### config.mk
export PLATFORM = sky130hd
export DESIGN_NAME = wb_handshake_stage_flat
export DESIGN_NICKNAME = d
export VERILOG_FILES = /design/src/rtl/wb_handshake_stage_if.sv /design/src/rtl/wb_handshake_stage.sv /design/src/flat_wrapper.sv
export SDC_FILE = /design/constraint.sdc
export NUM_CORES = 1
export LEC_CHECK = 0
export ABC_CLOCK_PERIOD_IN_PS = 5850
export BUFFER_PORTS_ARGS = -buffer_cell sky130_fd_sc_hd__buf_2
export CORE_UTILIZATION = 45
export CTS_CLUSTER_SIZE = 20
export DETAILED_ROUTE_END_ITERATION = 16
export GPL_ROUTABILITY_DRIVEN = 0
export GPL_TIMING_DRIVEN = 0
export PLACE_DENSITY = 0.7
export SETUP_SLACK_MARGIN = 0.4
export SYNTH_ARGS = -nofsm -noshare
export SYNTH_HDL_FRONTEND = slang
export SYNTH_SLANG_ARGS = --single-unit
export TNS_END_PERCENT = 20
### constraint.sdc
create_clock -name clk -period 5.85 [get_ports clk]
set_input_delay 1.755 -clock clk [delete_from_list [all_inputs] [get_ports clk]]
set_output_delay 1.755 -clock clk [all_outputs]
set_load 0.02 [all_outputs]
### src/rtl/wb_handshake_stage_if.sv
// Handshake bundle for the write-back stage.
//   ALU side : req, ack, alu_result, alu_dest, alu_wen  (4-phase bundled data)
//   RF side  : rf_req, rf_ack, write_reg, write_addr, write_data  (4-phase)
// master is the environment view (ALU + register file), slave is the stage view.
interface wb_handshake_stage_if #(
    parameter int unsigned DATA_W = 16,
    parameter int unsigned ADDR_W = 4
);
    logic              req;
    logic              ack;
    logic [DATA_W-1:0] alu_result;
    logic [ADDR_W-1:0] alu_dest;
    logic              alu_wen;
    logic              rf_req;
    logic              rf_ack;
    logic              write_reg;
    logic [ADDR_W-1:0] write_addr;
    logic [DATA_W-1:0] write_data;

    modport master (
        output req, alu_result, alu_dest, alu_wen, rf_ack,
        input  ack, rf_req, write_reg, write_addr, write_data
    );

    modport slave (
        input  req, alu_result, alu_dest, alu_wen, rf_ack,
        output ack, rf_req, write_reg, write_addr, write_data
    );
endinterface

### src/rtl/wb_handshake_stage.sv
// Write-back stage: accepts ALU results over a 4-phase req/ack handshake, buffers
// them in a small FIFO and drains them into the register file over a second
// 4-phase handshake. Results with wen=0 retire without an RF transaction.
// Ports:
//   clk, reset     stage clock, synchronous active-high reset
//   bus (slave)    ALU and register-file handshake signals
//   occupancy      FIFO entries held (includes the entry being written to the RF)
//   retired_count  instructions retired, wraps at 16 bits
module wb_handshake_stage #(
    parameter int unsigned DATA_W      = 16,
    parameter int unsigned ADDR_W      = 4,
    parameter int unsigned DEPTH       = 2,
    parameter int unsigned SYNC_STAGES = 2
) (
    input  logic                       clk,
    input  logic                       reset,
    wb_handshake_stage_if.slave        bus,
    output logic [$clog2(DEPTH+1)-1:0] occupancy,
    output logic [15:0]                retired_count
);
    localparam int unsigned PTR_W = (DEPTH > 1) ? $clog2(DEPTH) : 1;
    localparam int unsigned CNT_W = $clog2(DEPTH + 1);
    localparam int unsigned ENT_W = 1 + ADDR_W + DATA_W;

    typedef enum logic {InIdle, InAck} in_state_e;
    typedef enum logic [1:0] {OutIdle, OutReq, OutRelease} out_state_e;

    // Synchronisers for the asynchronous handshake inputs.
    logic [SYNC_STAGES-1:0] req_sync_q;
    logic [SYNC_STAGES-1:0] rf_ack_sync_q;
    logic                   req_s;
    logic                   rf_ack_s;

    always_ff @(posedge clk) begin
        if (reset) begin
            req_sync_q    <= '0;
            rf_ack_sync_q <= '0;
        end else begin
            req_sync_q    <= {req_sync_q[SYNC_STAGES-2:0], bus.req};
            rf_ack_sync_q <= {rf_ack_sync_q[SYNC_STAGES-2:0], bus.rf_ack};
        end
    end

    assign req_s    = req_sync_q[SYNC_STAGES-1];
    assign rf_ack_s = rf_ack_sync_q[SYNC_STAGES-1];

    // FIFO storage; entry layout is {wen, dest, data}.
    logic [ENT_W-1:0] mem_q [DEPTH];
    logic [PTR_W-1:0] wr_ptr_q, rd_ptr_q;
    logic [CNT_W-1:0] count_q, count_d;
    logic             push, pop, load;
    logic             full;
    logic [ENT_W-1:0] head;
    logic             head_wen;
    logic [ADDR_W-1:0] head_dest;
    logic [DATA_W-1:0] head_data;

    assign full      = (count_q == CNT_W'(DEPTH));
    assign head      = mem_q[rd_ptr_q];
    assign head_wen  = head[ENT_W-1];
    assign head_dest = head[DATA_W +: ADDR_W];
    assign head_data = head[DATA_W-1:0];

    always_ff @(posedge clk) begin
        if (push) begin
            mem_q[wr_ptr_q] <= {bus.alu_wen, bus.alu_dest, bus.alu_result};
        end
    end

    always_comb begin
        count_d = count_q;
        case ({push, pop})
            2'b10:   count_d = count_q + CNT_W'(1);
            2'b01:   count_d = count_q - CNT_W'(1);
            default: count_d = count_q;
        endcase
    end

    // Input FSM.
    in_state_e in_state_q, in_state_d;

    always_comb begin
        in_state_d = in_state_q;
        push       = 1'b0;
        case (in_state_q)
            InIdle: begin
                if (req_s && !full) begin
                    push       = 1'b1;
                    in_state_d = InAck;
                end
            end
            InAck: begin
                if (!req_s) begin
                    in_state_d = InIdle;
                end
            end
            default: in_state_d = InIdle;
        endcase
    end

    // Output FSM. The head stays in the FIFO until the RF acknowledges it.
    out_state_e        out_state_q, out_state_d;
    logic [ADDR_W-1:0] write_addr_q;
    logic [DATA_W-1:0] write_data_q;
    logic [15:0]       retired_count_q;

    always_comb begin
        out_state_d = out_state_q;
        pop         = 1'b0;
        load        = 1'b0;
        case (out_state_q)
            OutIdle: begin
                if (count_q != '0) begin
                    if (!head_wen) begin
                        pop = 1'b1;
                    end else begin
                        load        = 1'b1;
                        out_state_d = OutReq;
                    end
                end
            end
            OutReq: begin
                if (rf_ack_s) begin
                    pop         = 1'b1;
                    out_state_d = OutRelease;
                end
            end
            OutRelease: begin
                if (!rf_ack_s) begin
                    out_state_d = OutIdle;
                end
            end
            default: out_state_d = OutIdle;
        endcase
    end

    always_ff @(posedge clk) begin
        if (reset) begin
            in_state_q      <= InIdle;
            out_state_q     <= OutIdle;
            wr_ptr_q        <= '0;
            rd_ptr_q        <= '0;
            count_q         <= '0;
            write_addr_q    <= '0;
            write_data_q    <= '0;
            retired_count_q <= '0;
        end else begin
            in_state_q      <= in_state_d;
            out_state_q     <= out_state_d;
            count_q         <= count_d;
            retired_count_q <= retired_count_q + 16'(pop);
            if (push) begin
                wr_ptr_q <= wr_ptr_q + PTR_W'(1);
            end
            if (pop) begin
                rd_ptr_q <= rd_ptr_q + PTR_W'(1);
            end
            if (load) begin
                write_addr_q <= head_dest;
                write_data_q <= head_data;
            end
        end
    end

    assign bus.ack        = (in_state_q == InAck);
    assign bus.rf_req     = (out_state_q == OutReq);
    assign bus.write_reg  = (out_state_q == OutReq);
    assign bus.write_addr = write_addr_q;
    assign bus.write_data = write_data_q;
    assign occupancy      = count_q;
    assign retired_count  = retired_count_q;
endmodule

### src/flat_wrapper.sv
// flat-port wrapper written by rule: the top's interface ports become plain ports
module wb_handshake_stage_flat 
#(
    parameter int unsigned DATA_W      = 16,
    parameter int unsigned ADDR_W      = 4,
    parameter int unsigned DEPTH       = 2,
    parameter int unsigned SYNC_STAGES = 2
)
  (clk, reset, occupancy, retired_count, bus_req, bus_alu_result, bus_alu_dest, bus_alu_wen, bus_rf_ack, bus_ack, bus_rf_req, bus_write_reg, bus_write_addr, bus_write_data);
  wb_handshake_stage_if #(.DATA_W(DATA_W), .ADDR_W(ADDR_W)) bus_i ();
  input  logic clk;
  input  logic reset;
  output logic [$clog2(DEPTH+1)-1:0] occupancy;
  output logic [15:0] retired_count;
  input wire logic [$bits(bus_i.req)-1:0] bus_req;
  input wire logic [$bits(bus_i.alu_result)-1:0] bus_alu_result;
  input wire logic [$bits(bus_i.alu_dest)-1:0] bus_alu_dest;
  input wire logic [$bits(bus_i.alu_wen)-1:0] bus_alu_wen;
  input wire logic [$bits(bus_i.rf_ack)-1:0] bus_rf_ack;
  output wire logic [$bits(bus_i.ack)-1:0] bus_ack;
  output wire logic [$bits(bus_i.rf_req)-1:0] bus_rf_req;
  output wire logic [$bits(bus_i.write_reg)-1:0] bus_write_reg;
  output wire logic [$bits(bus_i.write_addr)-1:0] bus_write_addr;
  output wire logic [$bits(bus_i.write_data)-1:0] bus_write_data;
  assign bus_i.req = bus_req;
  assign bus_i.alu_result = bus_alu_result;
  assign bus_i.alu_dest = bus_alu_dest;
  assign bus_i.alu_wen = bus_alu_wen;
  assign bus_i.rf_ack = bus_rf_ack;
  assign bus_ack = bus_i.ack;
  assign bus_rf_req = bus_i.rf_req;
  assign bus_write_reg = bus_i.write_reg;
  assign bus_write_addr = bus_i.write_addr;
  assign bus_write_data = bus_i.write_data;
  wb_handshake_stage #(.DATA_W(DATA_W), .ADDR_W(ADDR_W), .DEPTH(DEPTH), .SYNC_STAGES(SYNC_STAGES)) u_core (.clk(clk), .reset(reset), .bus(bus_i), .occupancy(occupancy), .retired_count(retired_count));
endmodule
Word-level counts from Yosys, hierarchy flattened
Memories as Yosys holds them, arrays and structs flattened. A register that Yosys moved wholly into a read port is not among the register bits. Cells that the tools add are included.

Register bits after elaboration: 47. Bits in writable memories: 42. Input port bits: 25. Output and inout port bits: 41. Logic and storage cells: 53. Memories: 1.

$add $sub $neg: 5. Eq/ne operators: 9. Muxes and demuxes: 21. Bitwise gates (word level): 1. Reduce and logical (&&, ||, !) cells: 6.

Memory list: u_core.mem_q (depth 2, bits a word 21, read ports 1, clocked after Yosys merged registers in 1, write ports 1, RTL line wb_handshake_stage.sv:48) `logic [ENT_W-1:0] mem_q [DEPTH];`.

Operator list (number): $add 16x1->16 (1); $mux 1 (13); $mux 2 (4); $eq 2x2->1 const B (3); $ne 2x1->1 const B (3); $pmux 2 s3 (1); $eq 2x1->1 const B (2); $pmux 1 s2 (2); $pmux 2 s2 (1); $reduce_and 4->1 (1); $reduce_bool 2->1 (2); $add 1x1->1 const B (2); $add 2x1->2 const B (1); $logic_not 2->1 (1); $ne 2x2->1 const B (1); $sub 2x1->2 const B (1); $logic_and 1x1->1 (1); $logic_not 1->1 (1); $not 1->1 (1).

Depth between registers and ports, before layout
Depth after elaboration: 7. Depth in mapped cells: 7.

Worst setup path after synthesis
Ideal clock, no wire load.

Path type: register -> output. From: reg u_core.out_state_q[0]. To: out bus_write_reg. Data arrival time: 1069 ps. Required time: 4095 ps. Slack: 3026 ps. Stages on the path, launching flop included: 3. Path through: dfxtp_1 > nor2b_1 > buf_4.

Word-level cells in the longest chain between the ends: 1.

Ends and longest elaborated chain: start: declaration (RTL line wb_handshake_stage.sv:102) `out_state_e out_state_q, out_state_d;`; start signal: assignment (RTL line wb_handshake_stage.sv:140) `out_state_q <= OutIdle;`; start signal: assignment (RTL line wb_handshake_stage.sv:149) `out_state_q <= out_state_d;`; $eq 2x1->1; end: declaration (RTL line flat_wrapper.sv:22) `output wire logic [$bits(bus_i.write_reg)-1:0] bus_write_reg;`.

No other way between the ends.

Final worst setup path
From: reg u_core.out_state_q[0]. To: out bus_write_reg.

Word-level cells in the longest chain between the ends: 1.

Ends and longest elaborated chain: $eq 2x1->1 (RTL line wb_handshake_stage.sv:167) `assign bus.write_reg = (out_state_q == OutReq);`.

No other way between the ends.

==> impl_results.md <==
* Ys flop type: dfxtp_1
* Main area contributors after synthesis: edfxtp_1 (36%), dfxtp_1 (28%), mux2i_1 (5.8%), a211oi_1 (4.3%), a31oi_1 (3.6%)
* Switching part of the total at 0.322
* Drt wl/cell at 15.5 um
* Post-CTS Setup Bufs at 0
* Overflow after GRT at 0
* Vias in the first global route at 2383
* Port-buffer cells at 65
* Starting Density at 0.471
* DP Area at 3940 um2
* Final TNS setup at 0 ns
* CTS tree: done
* Buf/Inv on CP at 2
* Hold Crit Class: flip-flop to flip-flop
* Crit-path max FO at 5
* Unique masters post-synth at 36
* ANT nets after route at 0
* Clock power share at 0.272
* Setup violators final at 0
* Core area at 7370 um2
* Most frequent cells in the layout: buf_2 (69), dfxtp_1 (48), edfxtp_1 (42)
* DRC errors left at 0
* Fill count at 639
* RSZ-0062 raised after global routing: false
* Slowest library cell on the worst path: dfxtp_1
* Die height at 89.9 um
* Critical path capture point type: output port
* Fmax achieved at 322 MHz
* Vias per cell at 5.38
* Fin crit share at 0.530
* First-pass GRT wire length at 11500 um
* Fin nets at 374
* WL final at 6960 um
* H-tree levels at 3
* Sw power at 0.541 mW
* Top delay family on crit path: flip-flops
* Worst slew margin at 0.393
* Root Driver: clkbuf_8
* Global Route Usage Sum at 0.184
* Synth Net Count at 297
* DR pass1 iterations at 5
* Outcome: finished, final reports clean
* Leading area contributor after synthesis: edfxtp_1
* Cts hold-fix bufs at 0
* Ports at 66
* DRT iter0 DRCs at 88
* Die ar. at 8070 um2
* Worst-path clk slew at 0.09 ns
* Final-report max-slew violation count at 0
* Worst skew pair latency at 0.36 ns
* Row count at 31
* CP cell instances: nor2b_1 > buf_4 > buf_2
* Post-CTS resize count at 0
* Critical Path Start Type: flip-flop
* Syn Inst Count at 269
* DP Wirelength at 4670 um
* Post-synthesis register bit count at 90
* CTS buffer count at 9
* Synthesized area per cell at 12.9 um2
* Layout Area Growth over Synthesis at 19.7%
* Commonest non-fill, non-tap cell in the layout: buf_2
* Lkg Pwr at 1.55 nW
* Vias at 2419
* Number of antenna violations at the first check in global routing at 0
* Final instance area at 4160 um2
* Max VDD drop at 0.229 mV
* Yosys synthesis warning count at 0
* Max-Cap Viols at 0
* Part of the power in combinational logic at 0.265
* Async set-reset flop share out of synthesis at 0
* Clock sink count at 90
* Cell Int Power at 1.14 mW
* Register area share after synthesis at 0.640
* Crit-path max cell delay at 0.45 ns
* CP Data Required Time at 4.09 ns
* Largest net degree at the start of global routing at 22
* Syn Std Cell Area at 3470 um2
* Pwr dens at 405 nW/um2
* Ant diodes at 0
* EDFF count, synth at 42
* Top cell type's share of synthesized area at 0.363
* Post-layout min period at 3.10 ns
* Slew @ Worst Pin at 0.909 ns
* Final hold vios at 0
* Die width at 89.9 um
* Seq pwr share at 0.462
* Setup CP Type: flip-flop to output port
* Longest Clk Path Bufs at 2
* Share of layout cells above drive strength 1 at 0.274
* Final Skew at 0.0109 ns
* WP data arrival at 1.35 ns
-- cells in the mapped netlist (4+ instances only) --
master and count:
mux2i_1 20, o31ai_1 4, or4_1 4, nand2b_1 4, a211oi_1 20, nand2_1 4, a31oi_1 20, clkbuf_1 10
buf_2 4, a21oi_1 10, or3_1 5, nor2b_1 13, dfxtp_1 48, edfxtp_1 42, mux2_1 6, nand3_1 6
nor2_1 13, inv_1 4, o21ai_0 4
-- power by group through the flow --
| stage | clock network [mW] | registers, mW | logic, mW |
|---|---|---|---|
| 6_report | 0.458 | 0.778 | 0.447 |
| 5_1_grt | 0.492 | 0.786 | 0.488 |
| 4_1_cts | 0.465 | 0.777 | 0.450 |
| 3_5_place_dp | 0 | 0.789 | 0.443 |
| 3_3_place_gp | 0 | 0.789 | 0.430 |
| 2_1_floorplan | 0 | 0.844 | 0.252 |
-- through the flow --
stage / std cells / power (mW) / worst slack [ns] / hold slack [ns] / util
global route: 450 / 1.77 / 2.66 / 0.463 / 0.564
CTS: 450 / 1.69 / 2.71 / 0.457 / 0.564
finish: 450 / 1.68 / 2.75 / 0.451 / 0.564
detailed placement: 434 / 1.23 / 2.78 / 0.427 / 0.535
floorplan: 269 / 1.10 / 3.03 / 0.414 / -
global placement: 433 / 1.22 / 2.79 / 0.430 / 0.532
-- worst paths after layout --
path         slack [ns]                  endpoint                     from  cells after the start
min                0.45   u_core.rf_ack_sync_q[1]  u_core.rf_ack_sync_q[0]                      1
min reg2reg        0.45   u_core.rf_ack_sync_q[1]  u_core.rf_ack_sync_q[0]                      1
max reg2reg        3.31  u_core.retired_count[14]                flip-flop                      7
max                2.75             bus_write_reg    u_core.out_state_q[0]                      3
-- kinds of logic after synthesis --
family,after synthesis,synth area share
compound gates,60,0.117
xor+xnor,6,0.0151
fa+ha+maj,3,0.0108
flops,90,0.640
buf+inv,22,0.0285
mux,27,0.0814
simple gates,61,0.107
-- state kept, by name, summed over array words and instances, names as in the netlist, 2 cells and up, named ones only --
name                   flops
u_core.mem_q              42
u_core.bus.write_data     16
u_core.retired_count      16
u_core.bus.write_addr      4
u_core.occupancy           2
u_core.out_state_q         2
u_core.req_sync_q          2
u_core.rf_ack_sync_q       2
-- worst reg2reg max path, delay by kind of cell (launching register included) --
family	cells	cell delay, ns
compound gates	1	0.33
fa+ha+maj	2	0.45
flops	1	0.39
mux	2	0.70
simple gates	2	0.56
-- layout make-up --
| class | instances | area (um2) | share of cell area |
|---|---|---|---|
| flip-flops and latches | 90 | 2220 | 0.534 |
| multi-input cells | 157 | 1150 | 0.278 |
| repair buffers | 66 | 340 | 0.0819 |
| clock buffers | 10 | 128 | 0.0307 |
| well taps | 99 | 124 | 0.0298 |
| clock inverters | 6 | 90.1 | 0.0217 |
| plain buffers | 18 | 83.8 | 0.0202 |
| inverters | 4 | 15.0 | 0.00361 |
-- routing by layer --
metal	GRT usage	wire length, um
met3	0.0474	436
met5	0	0
met2	0.312	3430
met4	0.0914	128
met1	0.216	2960
Power figures use the tool's default switching activity.
